File: src/rtl/psk_mod_pkg.sv
// Types and build defaults shared by the PSK modulator and demodulator.
package psk_mod_pkg;

    typedef enum logic {MODE_BPSK = 1'b0, MODE_QPSK = 1'b1} psk_mode_t;
    typedef logic [1:0] psk_sym_t;

    // One symbol slot as it travels down the sample pipeline.
    typedef struct packed {
        logic      act;
        psk_sym_t  sym;
        psk_mode_t mode;
    } psk_slot_t;

    localparam int PSK_DATA_W_DEF    = 16;
    localparam int PSK_LUT_DEPTH_DEF = 64;
    localparam int PSK_PPS_DEF       = 4;

endpackage

File: src/rtl/psk_sym_fifo.sv
// 2-entry synchronous symbol FIFO; a pop in the same cycle frees a slot for a push when full.
module psk_sym_fifo
    import psk_mod_pkg::*;
(
    input  logic     clk,
    input  logic     rst_n,
    input  logic     push_i,
    input  psk_sym_t data_i,
    input  logic     pop_i,
    output psk_sym_t data_o,
    output logic     full_o,
    output logic     empty_o
);

    psk_sym_t   mem_q [2];
    logic [1:0] cnt_q;
    logic       wr_q, rd_q;
    logic       do_push, do_pop;

    assign empty_o = (cnt_q == 2'd0);
    assign full_o  = (cnt_q == 2'd2);
    assign data_o  = mem_q[rd_q];
    assign do_pop  = pop_i && !empty_o;
    assign do_push = push_i && (!full_o || do_pop);

    always_ff @(posedge clk) begin
        if (!rst_n) begin
            cnt_q <= 2'd0;
            wr_q  <= 1'b0;
            rd_q  <= 1'b0;
        end else begin
            if (do_push) wr_q <= ~wr_q;
            if (do_pop)  rd_q <= ~rd_q;
            case ({do_push, do_pop})
                2'b10:   cnt_q <= cnt_q + 2'd1;
                2'b01:   cnt_q <= cnt_q - 2'd1;
                default: cnt_q <= cnt_q;
            endcase
        end
    end

    always_ff @(posedge clk) begin
        if (do_push) mem_q[wr_q] <= data_i;
    end

endmodule

File: src/rtl/psk_modulator_mc.sv
// Runtime BPSK/QPSK modulator driving two external cosine LUT read ports.
// Optional PSK_MOD_UNDERFLOW_CNT_EN adds a saturating count of boundaries that found no symbol.
module psk_modulator_mc
    import psk_mod_pkg::*;
#(
    parameter int DATA_W             = PSK_DATA_W_DEF,
    parameter int LUT_DEPTH          = PSK_LUT_DEPTH_DEF,
    parameter int PERIODS_PER_SYMBOL = PSK_PPS_DEF,
    localparam int IDX_W             = $clog2(LUT_DEPTH)
)(
    input  logic                     clk,
    input  logic                     rst_n,
    input  logic                     en,
    input  logic                     mode,
    input  logic                     sym_valid,
    output logic                     sym_ready,
    input  logic [1:0]               sym_data,
    output logic [IDX_W-1:0]         lut_idx_i,
    output logic [IDX_W-1:0]         lut_idx_q,
    input  logic signed [DATA_W-1:0] lut_i,
    input  logic signed [DATA_W-1:0] lut_q,
    output logic signed [DATA_W-1:0] out_i,
    output logic signed [DATA_W-1:0] out_q,
`ifdef PSK_MOD_UNDERFLOW_CNT_EN
    output logic [15:0]              underflow_cnt,
`endif
    output logic                     out_valid
);

    localparam int PER_W = (PERIODS_PER_SYMBOL > 1) ? $clog2(PERIODS_PER_SYMBOL) : 1;
    localparam logic [IDX_W-1:0] IDX_LAST = IDX_W'(LUT_DEPTH - 1);
    localparam logic [IDX_W-1:0] Q_OFS    = IDX_W'(LUT_DEPTH * 3 / 4);
    localparam logic [PER_W-1:0] PER_LAST = PER_W'(PERIODS_PER_SYMBOL - 1);
    localparam logic signed [DATA_W-1:0] S_MIN = {1'b1, {(DATA_W-1){1'b0}}};
    localparam logic signed [DATA_W-1:0] S_MAX = ~S_MIN;

    logic [IDX_W-1:0]         idx_q;
    logic [PER_W-1:0]         per_q;
    psk_slot_t                slot0_q, slot1_q;
    logic signed [DATA_W-1:0] hold_i_q, hold_q_q;
    logic                     lut_live_q;
    logic signed [DATA_W-1:0] out_i_q, out_q_q;
    logic                     out_valid_q;

    logic                     boundary, push, fifo_full, fifo_empty;
    psk_sym_t                 fifo_data;
    logic signed [DATA_W-1:0] lut_i_eff, lut_q_eff, out_i_d, out_q_d;

    function automatic logic signed [DATA_W-1:0] apply_sign(
        input logic signed [DATA_W-1:0] v,
        input logic                     neg
    );
        if (!neg)       return v;
        if (v == S_MIN) return S_MAX;
        return -v;
    endfunction

    assign boundary  = en && (idx_q == IDX_LAST) && (per_q == PER_LAST);
    assign sym_ready = !fifo_full;
    assign push      = sym_valid && sym_ready && en;

    psk_sym_fifo u_fifo (
        .clk     (clk),
        .rst_n   (rst_n),
        .push_i  (push),
        .data_i  (sym_data),
        .pop_i   (boundary),
        .data_o  (fifo_data),
        .full_o  (fifo_full),
        .empty_o (fifo_empty)
    );

    // The external LUT keeps reading while en is low; keep the sample that
    // belongs to stage 1 so resuming does not skip one.
    assign lut_i_eff = lut_live_q ? lut_i : hold_i_q;
    assign lut_q_eff = lut_live_q ? lut_q : hold_q_q;

    always_comb begin
        out_i_d = '0;
        out_q_d = '0;
        if (slot1_q.act) begin
            out_i_d = apply_sign(lut_i_eff, slot1_q.sym[0]);
            if (slot1_q.mode == MODE_QPSK) out_q_d = apply_sign(lut_q_eff, slot1_q.sym[1]);
        end
    end

    always_ff @(posedge clk) begin
        if (!rst_n) begin
            idx_q       <= '0;
            per_q       <= '0;
            slot0_q     <= '{act: 1'b0, sym: 2'b00, mode: MODE_BPSK};
            slot1_q     <= '{act: 1'b0, sym: 2'b00, mode: MODE_BPSK};
            hold_i_q    <= '0;
            hold_q_q    <= '0;
            lut_live_q  <= 1'b1;
            out_i_q     <= '0;
            out_q_q     <= '0;
            out_valid_q <= 1'b0;
        end else if (en) begin
            idx_q <= idx_q + IDX_W'(1);
            if (idx_q == IDX_LAST) per_q <= (per_q == PER_LAST) ? '0 : per_q + PER_W'(1);
            if (boundary) begin
                slot0_q.act  <= !fifo_empty;
                slot0_q.sym  <= fifo_empty ? 2'b00 : fifo_data;
                slot0_q.mode <= psk_mode_t'(mode);
            end
            slot1_q     <= slot0_q;
            out_i_q     <= out_i_d;
            out_q_q     <= out_q_d;
            out_valid_q <= slot1_q.act;
            lut_live_q  <= 1'b1;
        end else if (lut_live_q) begin
            hold_i_q   <= lut_i;
            hold_q_q   <= lut_q;
            lut_live_q <= 1'b0;
        end
    end

`ifdef PSK_MOD_UNDERFLOW_CNT_EN
    logic [15:0] underflow_q;

    always_ff @(posedge clk) begin
        if (!rst_n)                                          underflow_q <= 16'h0000;
        else if (boundary && fifo_empty && underflow_q != 16'hFFFF) underflow_q <= underflow_q + 16'h0001;
    end

    assign underflow_cnt = underflow_q;
`endif

    assign lut_idx_i = idx_q;
    assign lut_idx_q = idx_q + Q_OFS;
    assign out_i     = out_i_q;
    assign out_q     = out_q_q;
    assign out_valid = out_valid_q;

endmodule
File: config.mk
export PLATFORM = sky130hd
export DESIGN_NAME = psk_modulator_mc
export DESIGN_NICKNAME = d
export VERILOG_FILES = /design/src/rtl/psk_mod_pkg.sv /design/src/rtl/psk_sym_fifo.sv /design/src/rtl/psk_modulator_mc.sv
export SDC_FILE = /design/constraint.sdc
export NUM_CORES = 1
export LEC_CHECK = 0
export CAP_MARGIN = 20
export CORE_ASPECT_RATIO = 1.4
export CORE_MARGIN = 2
export CORE_UTILIZATION = 53
export CTS_CLUSTER_DIAMETER = 80
export DETAILED_ROUTE_END_ITERATION = 6
export PLACE_DENSITY = 0.8
export SETUP_SLACK_MARGIN = 0.15
export SLEW_MARGIN = 10
export SYNTH_ARGS = -nofsm -noshare
export SYNTH_HDL_FRONTEND = slang
export SYNTH_SLANG_ARGS = --single-unit
File: constraint.sdc
create_clock -name clk -period 4.22 [get_ports clk]
set_input_delay 1.055 -clock clk [delete_from_list [all_inputs] [get_ports clk]]
set_output_delay 1.055 -clock clk [all_outputs]
set_load 0.03 [all_outputs]
==> reports/summary.txt, run 1 <==
result of the run: complete, no violations
via count of the first global-routing pass: 4215
Seq/Total Area, Yosys: 39.1%
EDFF count, synth: 4
Detailed Place HPWL: 8530 um
pin count of the biggest net entering global routing: 42
Area Overhead vs Synth: 24.4%
Syn Std Cell Area: 4760 sq um
number of antenna violations at the first check in global routing: 0
top fanout value on the critical path: 14
clock network latency to the later pin of the worst-skew pair: 0.35 ns
Synth cell types: 61
transition at the pin with the smallest max-transition slack: 0.780 ns
final routed wire length divided by cell count: 16.1 um
net count reported at finish: 665
final setup fails: 0
Avg Cell Area, Syn: 8.60 sq um
residual DRC count: 0
Startpoint Class: primary input
Total Routing Usage GR: 24.7%
antenna diode count: 0
via-per-instance ratio: 5.78
floorplan core area: 8660 sq um
count of hold buffers inserted by post-cts repair: 0
Max Buffers Root-to-Sink: 2
post-route antenna net violation count: 0
total of cells resized after clock tree synthesis: 0
most common library cells after synthesis: 90 x nand2_1, 87 x dfxtp_1, 39 x mux2i_1
leading post-synthesis cells by cell area: dfxtp_1 37%, mux2i_1 8.2%, nand2_1 7.1%
path class of the lowest-slack min-delay path: flop to flop
count leader, synth: nand2_1
most area-hungry cell type in the Yosys netlist: dfxtp_1
die area: 9770 sq um
Max IR drop VDD: 0.000289 V
number of instances in the synthesized netlist: 554
Via Count: 4222
post-synthesis sequential element count: 91
die height: 116 um
required time at the worst-slack endpoint: 4.49 ns
Site Rows: 40
H-tree lvl count: 3
number of buffers added on ports: 84
proportion of netlist area held by the largest area contributor: 36.6%
predominant post-synthesis flop cell: dfxtp_1
worst hold slack: 0.438 ns
critical path type: primary input to flop
iteration count of the initial detailed-routing pass: 4
Yosys warning count: 0
number of DRC markers in iteration 0: 258
element type at the critical path end: flop
total number of clock tree sinks: 91
routability-driven placement congestion ratio: 0.913
worst rel slew slack: 48.0%
number of nets produced by synthesis: 599
CTS clock-pin slew for the worst setup and hold paths: 0.07 ns
number of CTS-inserted buffers: 9
Max Cap Violations: 0
first-pass GRT wire length: 19100 um
initial standard-cell utilization of the core: 55.0%
Final Routed Wirelength: 11800 um
Achievable Freq: 0.294 GHz
GRT overflow: 0
endpoints failing hold: 0
ports placed on the boundary: 85
Tmin final: 3.41 ns
Arr. time, crit path: 3.68 ns
final period utilization: 80.7%
proportion of synthesized flip-flops having asynchronous set or reset: 0%
Clk Tree Root Cell: clkbuf_16
total setup buffers inserted after CTS: 0
proportion of layout cells with a drive suffix above 1: 5.60%
TritonCTS clock tree: yes
Final Max Tran Viols: 0
setup skew after layout: 0.00961 ns
final-layout setup total negative slack: 0 ns
unrepaired setup endpoints after global routing: false
x dimension of the die: 84.1 um
P_leak: 2.45 nW
Layout fillers: 709
Power Density: 335 nW/um^2
per-stage QoR:
stage | cells | power [mW] | area [sq um] | util, % | setup WS, ns
global placement | 714 | 1.16 | 5620 | 64.9 | 0.627
global route | 730 | 2.07 | 5930 | 68.5 | 0.585
detailed placement | 714 | 1.17 | 5620 | 64.9 | 0.522
finish | 730 | 1.99 | 5930 | 68.5 | 0.814
floorplan | 554 | 1.08 | 4760 | - | 1.12
CTS | 730 | 1.99 | 5930 | 68.5 | 0.860
per-layer routing:
| metal | part of all wire (%) | vias up | track usage, % |
|---|---|---|---|
| met1 | 38 | 1996 | 26.0 |
| met2 | 53 | 118 | 44.6 |
| met5 | 0 | - | 0 |
| met3 | 4.7 | 32 | 4.95 |
| met4 | 4.2 | 0 | 16.7 |
| li1 | - | 2076 | - |
power by group:
group | internal (mW) | switching [mW]
clock network | 0.480 | 0.355
logic | 0.113 | 0.124
registers | 0.888 | 0.0254
total | 1.48 | 0.504
flip-flops by register name, summed over array words and instances (netlist names), 2 cells and up, named ones only:
| name | cells |
|---|---|
| hold_i_q | 16 |
| hold_q_q | 16 |
| lut_idx_i | 6 |
| out_i | 16 |
| out_q | 16 |
| per_q | 2 |
| slot0_q | 4 |
| slot1_q | 4 |
| u_fifo.cnt_q | 2 |
| u_fifo.mem_q | 4 |
logic make-up after synthesis:
logic type,Yosys count,share of synthesized area [%]
fa+ha+maj,6,1.58
mux,43,9.14
xor+xnor,31,5.70
buf+inv,46,4.49
flops,91,39.1
simple gates,203,21.5
compound gates,134,18.5
worst paths after layout:
path | depth (start not counted) | start | endpoint | slack, ns
max | 9 | lut_q[0] | out_q[10]$_SDFFE_PN0P_ | 0.81
min | 2 | out_i[14]$_SDFFE_PN0P_ | out_i[14]$_SDFFE_PN0P_ | 0.44
max reg2reg | 8 | lut_live_q$_SDFF_PN1_ | out_q[10]$_SDFFE_PN0P_ | 1.18
min reg2reg | 2 | out_i[14]$_SDFFE_PN0P_ | out_i[14]$_SDFFE_PN0P_ | 0.44
worst max-delay path: stages:
cell and delay (ns):
clkdlybuf4s50_1 0.45, mux2i_1 0.26, ha_1 0.26, nor4b_1 0.29, nand4b_1 0.26, a211oi_2 0.39
nand2_1 0.35, a21boi_1 0.24, o21ai_1 0.12
final cells by class:
type	instances	area [sq um]	share of cell area, %
well taps	105	131	2.22
clock buffers	10	239	4.03
clock inverters	6	72.6	1.22
multi-input cells	417	2690	45.4
repair buffers	91	893	15.1
inverters	10	37.5	0.633
flip-flops and latches	91	1860	31.4
placed cells by master, fill, tap and decap left out, types with 7 or more instances in the layout:
cell / synthesis / final
nand2_1: 90 / 90
dfxtp_1: 87 / 86
clkdlybuf4s50_1: 0 / 84
mux2i_1: 39 / 39
a21boi_0: 23 / 23
o21ai_0: 23 / 23
a21oi_1: 23 / 23
xnor2_1: 20 / 20
and2_1: 19 / 19
o21ai_1: 18 / 18
nor2_1: 16 / 16
nor3_1: 16 / 16
a21o_1: 15 / 15
xor2_1: 11 / 11
inv_1: 9 / 9
nand3_1: 9 / 9
clkbuf_16: 0 / 9
nor2b_1: 9 / 8
nand2b_1: 7 / 7
or3_1: 7 / 7
buf_4: 5 / 7
No activity file was read; power rests on OpenSTA's default activity.
==> run 2: changes to the inputs <==
clock period = 3.4 ns   (was 4.22 ns; I/O delays follow)
==> run 2 against run 1 <==
  * Clock skew is 0.0037 ns lower
  * Global-route usage decreased by 0.23 points
  * Cell count up 1.5%
  * Flip-flop and latch count unchanged
  * Power increased by 22%
  * Largest power group unchanged
  * Non-clock buffer count grew 11
  * Critical path type unchanged
==> reports/summary.txt, run 2 (synthesis results as in run 1) <==
result of the run: complete, no violations
least setup slack across all paths after layout: 0.359 ns
utilization of the core after routing: 69.4%
Max Buffers Root-to-Sink: 2
Achievable Freq: 0.329 GHz
number of DRC markers in iteration 0: 263
Power Density: 404 nW/um^2
routability-driven placement congestion ratio: 0.891
cell type of the slowest stage on the worst timing path: clkdlybuf4s50_1
endpoints failing hold: 0
area of the multi-input gates: 2690 sq um
Arr. time, crit path: 3.25 ns
ports placed on the boundary: 85
setup skew after layout: 0.00590 ns
transition at the pin with the smallest max-transition slack: 0.735 ns
die area: 9770 sq um
final standard cell count with taps included and fillers excluded: 741
final setup fails: 0
Final Max Tran Viols: 0
internal power summed over all cells: 1.84 mW
capture point of the worst reg-to-reg path: out_q[14]$_SDFFE_PN0P_
count of hold buffers inserted by post-cts repair: 0
Crit path largest cell delay: 0.44 ns
Tmin final: 3.04 ns
Layout fillers: 687
die height: 116 um
crit path buf inv count: 2
commonest non-fill, non-tap cells in the layout: 90 x nand2_1, 86 x dfxtp_1, 84 x clkdlybuf4s50_1
floorplan core area: 8660 sq um
initial standard-cell utilization of the core: 55.0%
Startpoint Class: primary input
Placed Cells incl. Taps: 725
leading cell type in the layout, fill and taps excluded: nand2_1
CTS clock-pin slew for the worst setup and hold paths: 0.06 ns
clock network latency to the later pin of the worst-skew pair: 0.34 ns
top fanout value on the critical path: 4
iteration count of the initial detailed-routing pass: 4
TritonCTS clock tree: yes
R2R setup slack: 0.87 ns
family with the most delay on the worst path: simple AND/OR/NAND/NOR gates
via count of the first global-routing pass: 4065
unrepaired setup endpoints after global routing: false
path class of the lowest-slack min-delay path: flop to flop
number of antenna violations at the first check in global routing: 0
net switching power: 588 uW
number of CTS-inserted buffers: 9
Detailed Place HPWL: 8590 um
final period utilization: 89.5%
Max IR drop VDD: 0.000355 V
final-layout setup total negative slack: 0 ns
Total Routing Usage GR: 24.5%
number of cells on the worst reg-to-reg path: 9
post-route antenna net violation count: 0
portion of total power attributed to combinational logic: 12.6%
Clk Tree Root Cell: clkbuf_16
flip-flop and latch area: 1860 sq um
clock share of power: 40.8%
worst hold slack: 0.434 ns
required time at the worst-slack endpoint: 3.61 ns
Via Count: 4258
P_leak: 2.50 nW
final routed wire length divided by cell count: 15.9 um
x dimension of the die: 84.1 um
power share of the sequential group: 46.6%
residual DRC count: 0
net count reported at finish: 676
Area Overhead vs Synth: 26.1%
worst rel slew slack: 51.0%
H-tree lvl count: 3
Max Cap Violations: 0
pin count of the biggest net entering global routing: 49
number of buffers added on ports: 84
Site Rows: 40
antenna diode count: 0
crit path launch: lut_q[0]
fraction of power spent switching nets: 24.2%
GRT overflow: 0
Final Routed Wirelength: 11800 um
timing endpoint of the critical path: out_q[14]$_SDFFE_PN0P_
start point of the worst min-delay path: out_i[11]$_SDFFE_PN0P_
ordered cell list for the critical path: clkdlybuf4s50_1, mux2i_1, ha_1, nor4b_1, nand4b_1, a211oi_2, buf_4, nand3_1, a21boi_0, o31ai_1
start of the worst register-to-register path: lut_live_q$_SDFF_PN1_
total number of clock tree sinks: 91
total setup buffers inserted after CTS: 0
total of cells resized after clock tree synthesis: 0
first-pass GRT wire length: 19100 um
proportion of layout cells with a drive suffix above 1: 6.92%
critical path type: primary input to flop
dpl ws: 0.0980 ns
stages on the worst setup path: 10
element type at the critical path end: flop
via-per-instance ratio: 5.75
-- run 2: per-layer routing --
| layer | routed length [um] | up-vias | global-route usage [%] | share of wire [%] |
|---|---|---|---|---|
| li1 | - | 2096 | - | - |
| met2 | 6110 | 118 | 44.2 | 52 |
| met3 | 472 | 35 | 3.18 | 4.0 |
| met4 | 548 | 0 | 15.9 | 4.6 |
| met1 | 4680 | 2009 | 27.1 | 40 |
| met5 | 0 | - | 0 | 0 |
-- run 2: metrics by stage --
| stage | area [sq um] | total power [mW] |
|---|---|---|
| floorplan | 4760 | 1.34 |
| global route | 6010 | 2.52 |
| CTS | 6010 | 2.44 |
| global placement | 5710 | 1.45 |
| detailed placement | 5710 | 1.46 |
| finish | 6010 | 2.43 |
-- run 2: power by group through the flow --
stage               sequential, mW  clock [mW]  combinational [mW]
floorplan                     1.15           0               0.191
global placement              1.15           0               0.296
detailed placement            1.15           0               0.302
CTS                           1.13        1.01               0.305
global route                  1.13        1.05               0.336
finish                        1.13       0.990               0.306
-- run 2: worst min-delay path: cells and delay by family (launching register included) --
kind	cells	cell delay (ns)
and+or+nand+nor	2	0.09
DFF	1	0.31
-- run 2: worst min-delay path by stage --
stage	endpoint	slack, ns	cells after the start
2_1_floorplan	slot0_q[3]$_SDFFE_PN0P_	0.44	2
3_3_place_gp	out_i[11]$_SDFFE_PN0P_	0.43	2
3_5_place_dp	out_i[11]$_SDFFE_PN0P_	0.43	2
4_1_cts	out_i[11]$_SDFFE_PN0P_	0.44	2
5_1_grt	out_i[3]$_SDFFE_PN0P_	0.45	2
6_report	out_i[11]$_SDFFE_PN0P_	0.43	2
-- run 2: cell type report --
class,instances,share of cell area (%)
tap,105,2.19
sequential,91,31.0
inverter,10,0.625
multi-input combinational,417,44.8
clock inverter,4,0.833
clock buffer,12,4.10
timing repair buffer,102,16.5
==> edit 1: new RTL, config.mk and constraints of run 2 <==
Change the package constant `PSK_DATA_W_DEF` from 16 to 18.
--- a/src/rtl/psk_mod_pkg.sv
+++ b/src/rtl/psk_mod_pkg.sv
@@ -11,7 +11,7 @@
         psk_mode_t mode;
     } psk_slot_t;
 
-    localparam int PSK_DATA_W_DEF    = 16;
+    localparam int PSK_DATA_W_DEF    = 18;
     localparam int PSK_LUT_DEPTH_DEF = 64;
     localparam int PSK_PPS_DEF       = 4;
 
Ports: changed (resized lut_i, lut_q, out_i and out_q); port bits go from 85 to 93. No check against the original RTL was run, so the function may have changed too.
==> edit 1 against run 2 <==
- worst setup slack improved by 56 ps
- total power increased by 6.2%
- via count increased by 10%
- final area increased by 8.1%
- die area increased by 8.6%
- sequential power increased by 9%
- area after synthesis increased by 8.9%
- sequential cell count increased by 8
- global-route usage increased by 0.088 points
- routed wire length increased by 6.5%
- largest cell class unchanged
==> edit 1: results (changes against run 2) <==
Parameter                              Value

Status
  Outcome ... complete, no violations (unchanged)

Logic synthesis
  Synth Area in XOR/XNOR ... 5.06% (was 5.70%)
  Count of unique library cells instantiated by Yosys ... 62 (was 61)
  Leading cell types by total area after synthesis ... dfxtp_1 37%, mux2i_1 7.9%, nand2_1 7.0% (was dfxtp_1 37%, mux2i_1 8.2%, nand2_1 7.1%)
  List of most frequent post-synthesis cells ... 97 x nand2_1, 95 x dfxtp_1, 49 x o21ai_0 (was 90 x nand2_1, 87 x dfxtp_1, 39 x mux2i_1)
  Adder-cell share of the synthesized area ... 1.45% (was 1.58%)
  Proportion of synthesized chip area in sequential cells ... 39.0% (was 39.1%)
  Compound-cell area share of the yosys netlist ... 17.7% (was 18.5%)
  Net Count, Synth ... 648 (was 599)
  Count of mapped cells out of synthesis ... 599 (was 554)
  Mux contribution to synthesized area ... 9.52% (was 9.14%)

Timing
  FMAX ... 335 MHz (was 329 MHz)
  Aggregate negative setup slack ... 0 ps (unchanged)
  Slew @ Worst Pin ... 890 ps (was 735 ps)
  Clock skew after layout ... 7.58 ps (was 5.90 ps)

Detailed routing
  Met3 routed WL ... 726 um (was 472 um)
  Routed length on met2 ... 6.10 mm (was 6.11 mm)
  Via density ... 5.74 (was 5.75)
  Violation count after the first detailed-route iteration ... 319 (was 263)
  Detailed Routing Iterations Pass 1 ... 5 (was 4)
  Mean routed wirelength per cell ... 15.4 um (was 15.9 um)
  Met1 layer wirelength in the final routing ... 5.54 mm (was 4.68 mm)

Global route
  Met1 track demand over resource ... 32.4% (was 27.1%)
  Met2 track demand over resource ... 39.7% (was 44.2%)
  Vias in the first global route ... 4,529 (was 4,065)
  Met3 usage ... 5.10% (was 3.18%)
  Total routing resource utilization after global routing ... 24.6% (was 24.5%)
  Pin count of the biggest net entering global routing ... 51 (was 49)
  Global-route wire length before repair ... 20.9 mm (was 19.1 mm)

Power and ir drop
  IR drop worst, VDD ... 0.294 mV (was 0.355 mV)
  Internal Power ... 1.93 mW (was 1.84 mW)
  Leakage component of the power ... 2.52 nW (was 2.50 nW)
  Combinational-cell power consumption ... 0.337 mW (was 0.306 mW)

Cells and area
  Layout Cells excl Fill ... 816 (was 741)
  Final net count ... 728 (was 676)
  Filler Cells Inserted ... 785 (was 687)
  Share of cells above drive strength 1 ... 7.60% (was 6.92%)

Critical path
  Type of the worst setup path ... flop to flop (was primary input to flop)
  Destination of the worst register-to-register timing path ... out_q[6] (was out_q[14])
  Critical Path AT ... 3240 ps (was 3250 ps)
  Number of cell instances on the worst register-to-register path ... 6 (was 9)
  Largest driver fanout on the critical path ... 36 (was 4)

Placed design
  Port Buf Inserts ... 92 (was 84)
  Routability Congestion ... 0.871 (was 0.891)
  Placed wire-length estimate ... 9.11 mm (was 8.59 mm)
  Count of placed standard cells including taps ... 800 (was 725)
  Setup WS pre-CTS ... 156 ps (was 98.0 ps)

Worst hold path
  Startpoint of the tightest hold check path ... out_valid (was out_i[11])

Clocking
  CTS root buffer ... clkbuf_16 (unchanged)
edit 1: cell types whose count changed after synthesis, moves of 7 or more:
cell      delta
o211ai_1    +13
nand2_1      +7
o21ai_1     -14
o21ai_0     +26
dfxtp_1      +8
buf_2        -8
and2_1      +13
a21oi_1     -14
a21o_1      -13
clkbuf_1    +12
edit 1: how the worst min path moves through the flow:
stage                  to  slack [ps]  cells after the start
2_1_floorplan  slot0_q[3]         430                      2
3_3_place_gp    out_valid         430                      2
3_5_place_dp    out_valid         430                      2
4_1_cts         out_valid         440                      2
5_1_grt         out_valid         470                      2
6_report        out_valid         440                      2
edit 1: cell families (layout without fill, tap and decap cells):
logic type / count (synthesis) / after routing
and+or+nand+nor: 229 / 229
AOI/OAI and AO/OA: 136 / 136
DFF: 99 / 99
buffers and inverters: 51 / 136
muxes: 48 / 48
xor gates and xnor gates: 30 / 30
adders and majority gates: 6 / 6
edit 1: worst max-delay path, cell delays in order (launching register included):
cell      delay, ps
dfxtp_2         920
buf_4           350
nor4b_1         410
o21ai_1         310
nor4_4          500
nand2_2         240
o211ai_1        150
edit 1: cell type report:
type | instances | area [um2] | area share, %
repair buffers | 110 | 1050 | 16.2
inverters | 10 | 37.5 | 0.578
clock buffers | 10 | 229 | 3.52
well taps | 132 | 165 | 2.54
clock inverters | 6 | 66.3 | 1.02
flip-flops and latches | 99 | 2020 | 31.1
multi-input cells | 449 | 2920 | 45.0
edit 1: metrics by stage:
| stage | cell area (um2) | power [mW] | hold slack [ps] |
|---|---|---|---|
| CTS | 6500 | 2.59 | 444 |
| global placement | 6190 | 1.58 | 430 |
| finish | 6500 | 2.58 | 440 |
| floorplan | 5190 | 1.46 | 434 |
| global route | 6500 | 2.69 | 467 |
| detailed placement | 6200 | 1.59 | 434 |
==> edit 2: new RTL, config.mk and constraints of run 2 <==
Without the edit above. Add a define of `PSK_MOD_UNDERFLOW_CNT_EN`.
--- a/src/rtl/psk_modulator_mc.sv
+++ b/src/rtl/psk_modulator_mc.sv
@@ -1,5 +1,7 @@
 // Runtime BPSK/QPSK modulator driving two external cosine LUT read ports.
 // Optional PSK_MOD_UNDERFLOW_CNT_EN adds a saturating count of boundaries that found no symbol.
+`define PSK_MOD_UNDERFLOW_CNT_EN
+
 module psk_modulator_mc
     import psk_mod_pkg::*;
 #(
Function (old outputs only; new: underflow_cnt): kept (Yosys induction, for registers that start in step).
==> edit 2 against run 2 <==
- area after synthesis rose by 17%
- total power rose by 8.6%
- highest routed layer unchanged
- sequential power rose by 17%
- non-clock buffer count rose by 10
- worst setup slack improved by 34 ps
- routed wire length rose by 5.3%
- via count rose by 13%
- sequential cell count rose by 16
- final area rose by 15%
==> edit 2: results (changes against run 2) <==
Parameter                              Value

Timing
  Slew @ Worst Pin ... 714 ps (was 735 ps)
  Clock skew after layout ... 6.81 ps (was 5.90 ps)

Clocking
  Post-CTS setup buffer count ... 0 (unchanged)
  Skew-Pair Late Insertion Delay ... 340 ps (about the same)

Placed design
  Routability Congestion ... 0.901 (was 0.891)
  Count of placed standard cells including taps ... 848 (was 725)
  Port Buf Inserts ... 100 (was 84)
  Setup WS pre-CTS ... 106 ps (was 98.0 ps)
  Area after detailed placement ... 6600 um2 (was 5710 um2)
  Placed wire-length estimate ... 8.97 mm (was 8.59 mm)

Logic synthesis
  Proportion of synthesized chip area in sequential cells ... 39.2% (was 39.1%)
  Count of unique library cells instantiated by Yosys ... 60 (was 61)
  Synth Area in XOR/XNOR ... 6.61% (was 5.70%)
  Count of mapped cells out of synthesis ... 638 (was 554)
  List of most frequent post-synthesis cells ... 112 x nand2_1, 103 x dfxtp_1, 51 x o21ai_0 (was 90 x nand2_1, 87 x dfxtp_1, 39 x mux2i_1)
  Net Count, Synth ... 684 (was 599)
  Mux contribution to synthesized area ... 7.73% (was 9.14%)
  Leading cell types by total area after synthesis ... dfxtp_1 37%, nand2_1 7.5%, mux2i_1 6.1% (was dfxtp_1 37%, mux2i_1 8.2%, nand2_1 7.1%)
  Compound-cell area share of the yosys netlist ... 15.3% (was 18.5%)
  Adder-cell share of the synthesized area ... 1.57% (was 1.58%)

Critical path
  Start point of the critical path ... lut_q[1] (was lut_q[0])
  Largest driver fanout on the critical path ... 5 (was 4)
  Critical Path AT ... 3300 ps (was 3250 ps)
  Critical path's largest stage delay ... 480 ps (was 440 ps)
  Critical path's slowest cell ... nor4_2 (was clkdlybuf4s50_1)

Global route
  Total routing resource utilization after global routing ... 22.6% (was 24.5%)
  Global-route wire length before repair ... 21.5 mm (was 19.1 mm)
  Vias in the first global route ... 4,691 (was 4,065)
  Pin count of the biggest net entering global routing ... 73 (was 49)

Worst hold path
  Startpoint of the tightest hold check path ... out_q[12] (was out_i[11])

Status
  Outcome ... complete, no violations (unchanged)

Detailed routing
  Via density ... 5.54 (was 5.75)
  Detailed Routing Iterations Pass 1 ... 4 (unchanged)
  Mean routed wirelength per cell ... 14.4 um (was 15.9 um)
  Violation count after the first detailed-route iteration ... 277 (was 263)
  Vias ... 4,793 (was 4,258)

Power and ir drop
  Leakage component of the power ... 2.73 nW (was 2.50 nW)
  Internal Power ... 2.00 mW (was 1.84 mW)
  IR drop worst, VDD ... 0.312 mV (was 0.355 mV)

Cells and area
  Filler Cells Inserted ... 841 (was 687)
  Final net count ... 768 (was 676)
  Share of cells above drive strength 1 ... 7.57% (was 6.92%)
## edit 2: per-layer routing
| layer | track usage (%) | wire, um | part of all wire, % | vias to the layer above |
|---|---|---|---|---|
| met5 | 0 | 0 | 0 | - |
| met4 | 10.6 | 238 | 1.9 | 0 |
| met3 | 3.49 | 630 | 5.1 | 19 |
| met2 | 38.4 | 6160 | 50 | 133 |
| met1 | 27.9 | 5400 | 43 | 2238 |
| li1 | - | - | - | 2403 |
## edit 2: path summary, 6_finish.rpt
check         endpoint  slack (ps)  cells after the start
max reg2reg   out_i[6]         750                      9
max          out_q[13]         390                      9
min reg2reg  out_q[12]         440                      2
min          out_q[12]         440                      2
## edit 2: layout make-up
cell class                      count  area [um2]  share of cell area [%]
Clock buffer                       10         229                    3.32
Clock inverter                      6        65.1                   0.942
Inverter                            8        30.0                   0.435
Multi-Input combinational cell    484        3140                    45.5
Sequential cell                   107        2180                    31.6
Tap cell                          138         173                    2.50
Timing Repair Buffer              112        1080                    15.7
## edit 2: kinds of logic after synthesis
kind of cell | count (synthesis)
DFF | 107
and+or+nand+nor | 266
xor gates and xnor gates | 42
muxes | 42
adders and majority gates | 7
buffers and inverters | 47
AOI/OAI and AO/OA | 127
## edit 2: critical path: cells and delay by family
family	cells	cell delay (ps)
AND/OR/NAND/NOR	3	1120
buffers and inverters	1	420
AO/OA/AOI/OAI	3	400
multiplexers	1	260
adder cells (fa/ha/maj)	1	240
## edit 2: power groups by stage
stage	combinational [mW]	clock, mW	sequential, mW
after floorplan	0.194	0	1.34
after global placement	0.285	0	1.34
after detailed placement	0.292	0	1.35
after CTS	0.294	1.04	1.32
after global routing	0.327	1.10	1.32
final	0.297	1.02	1.32
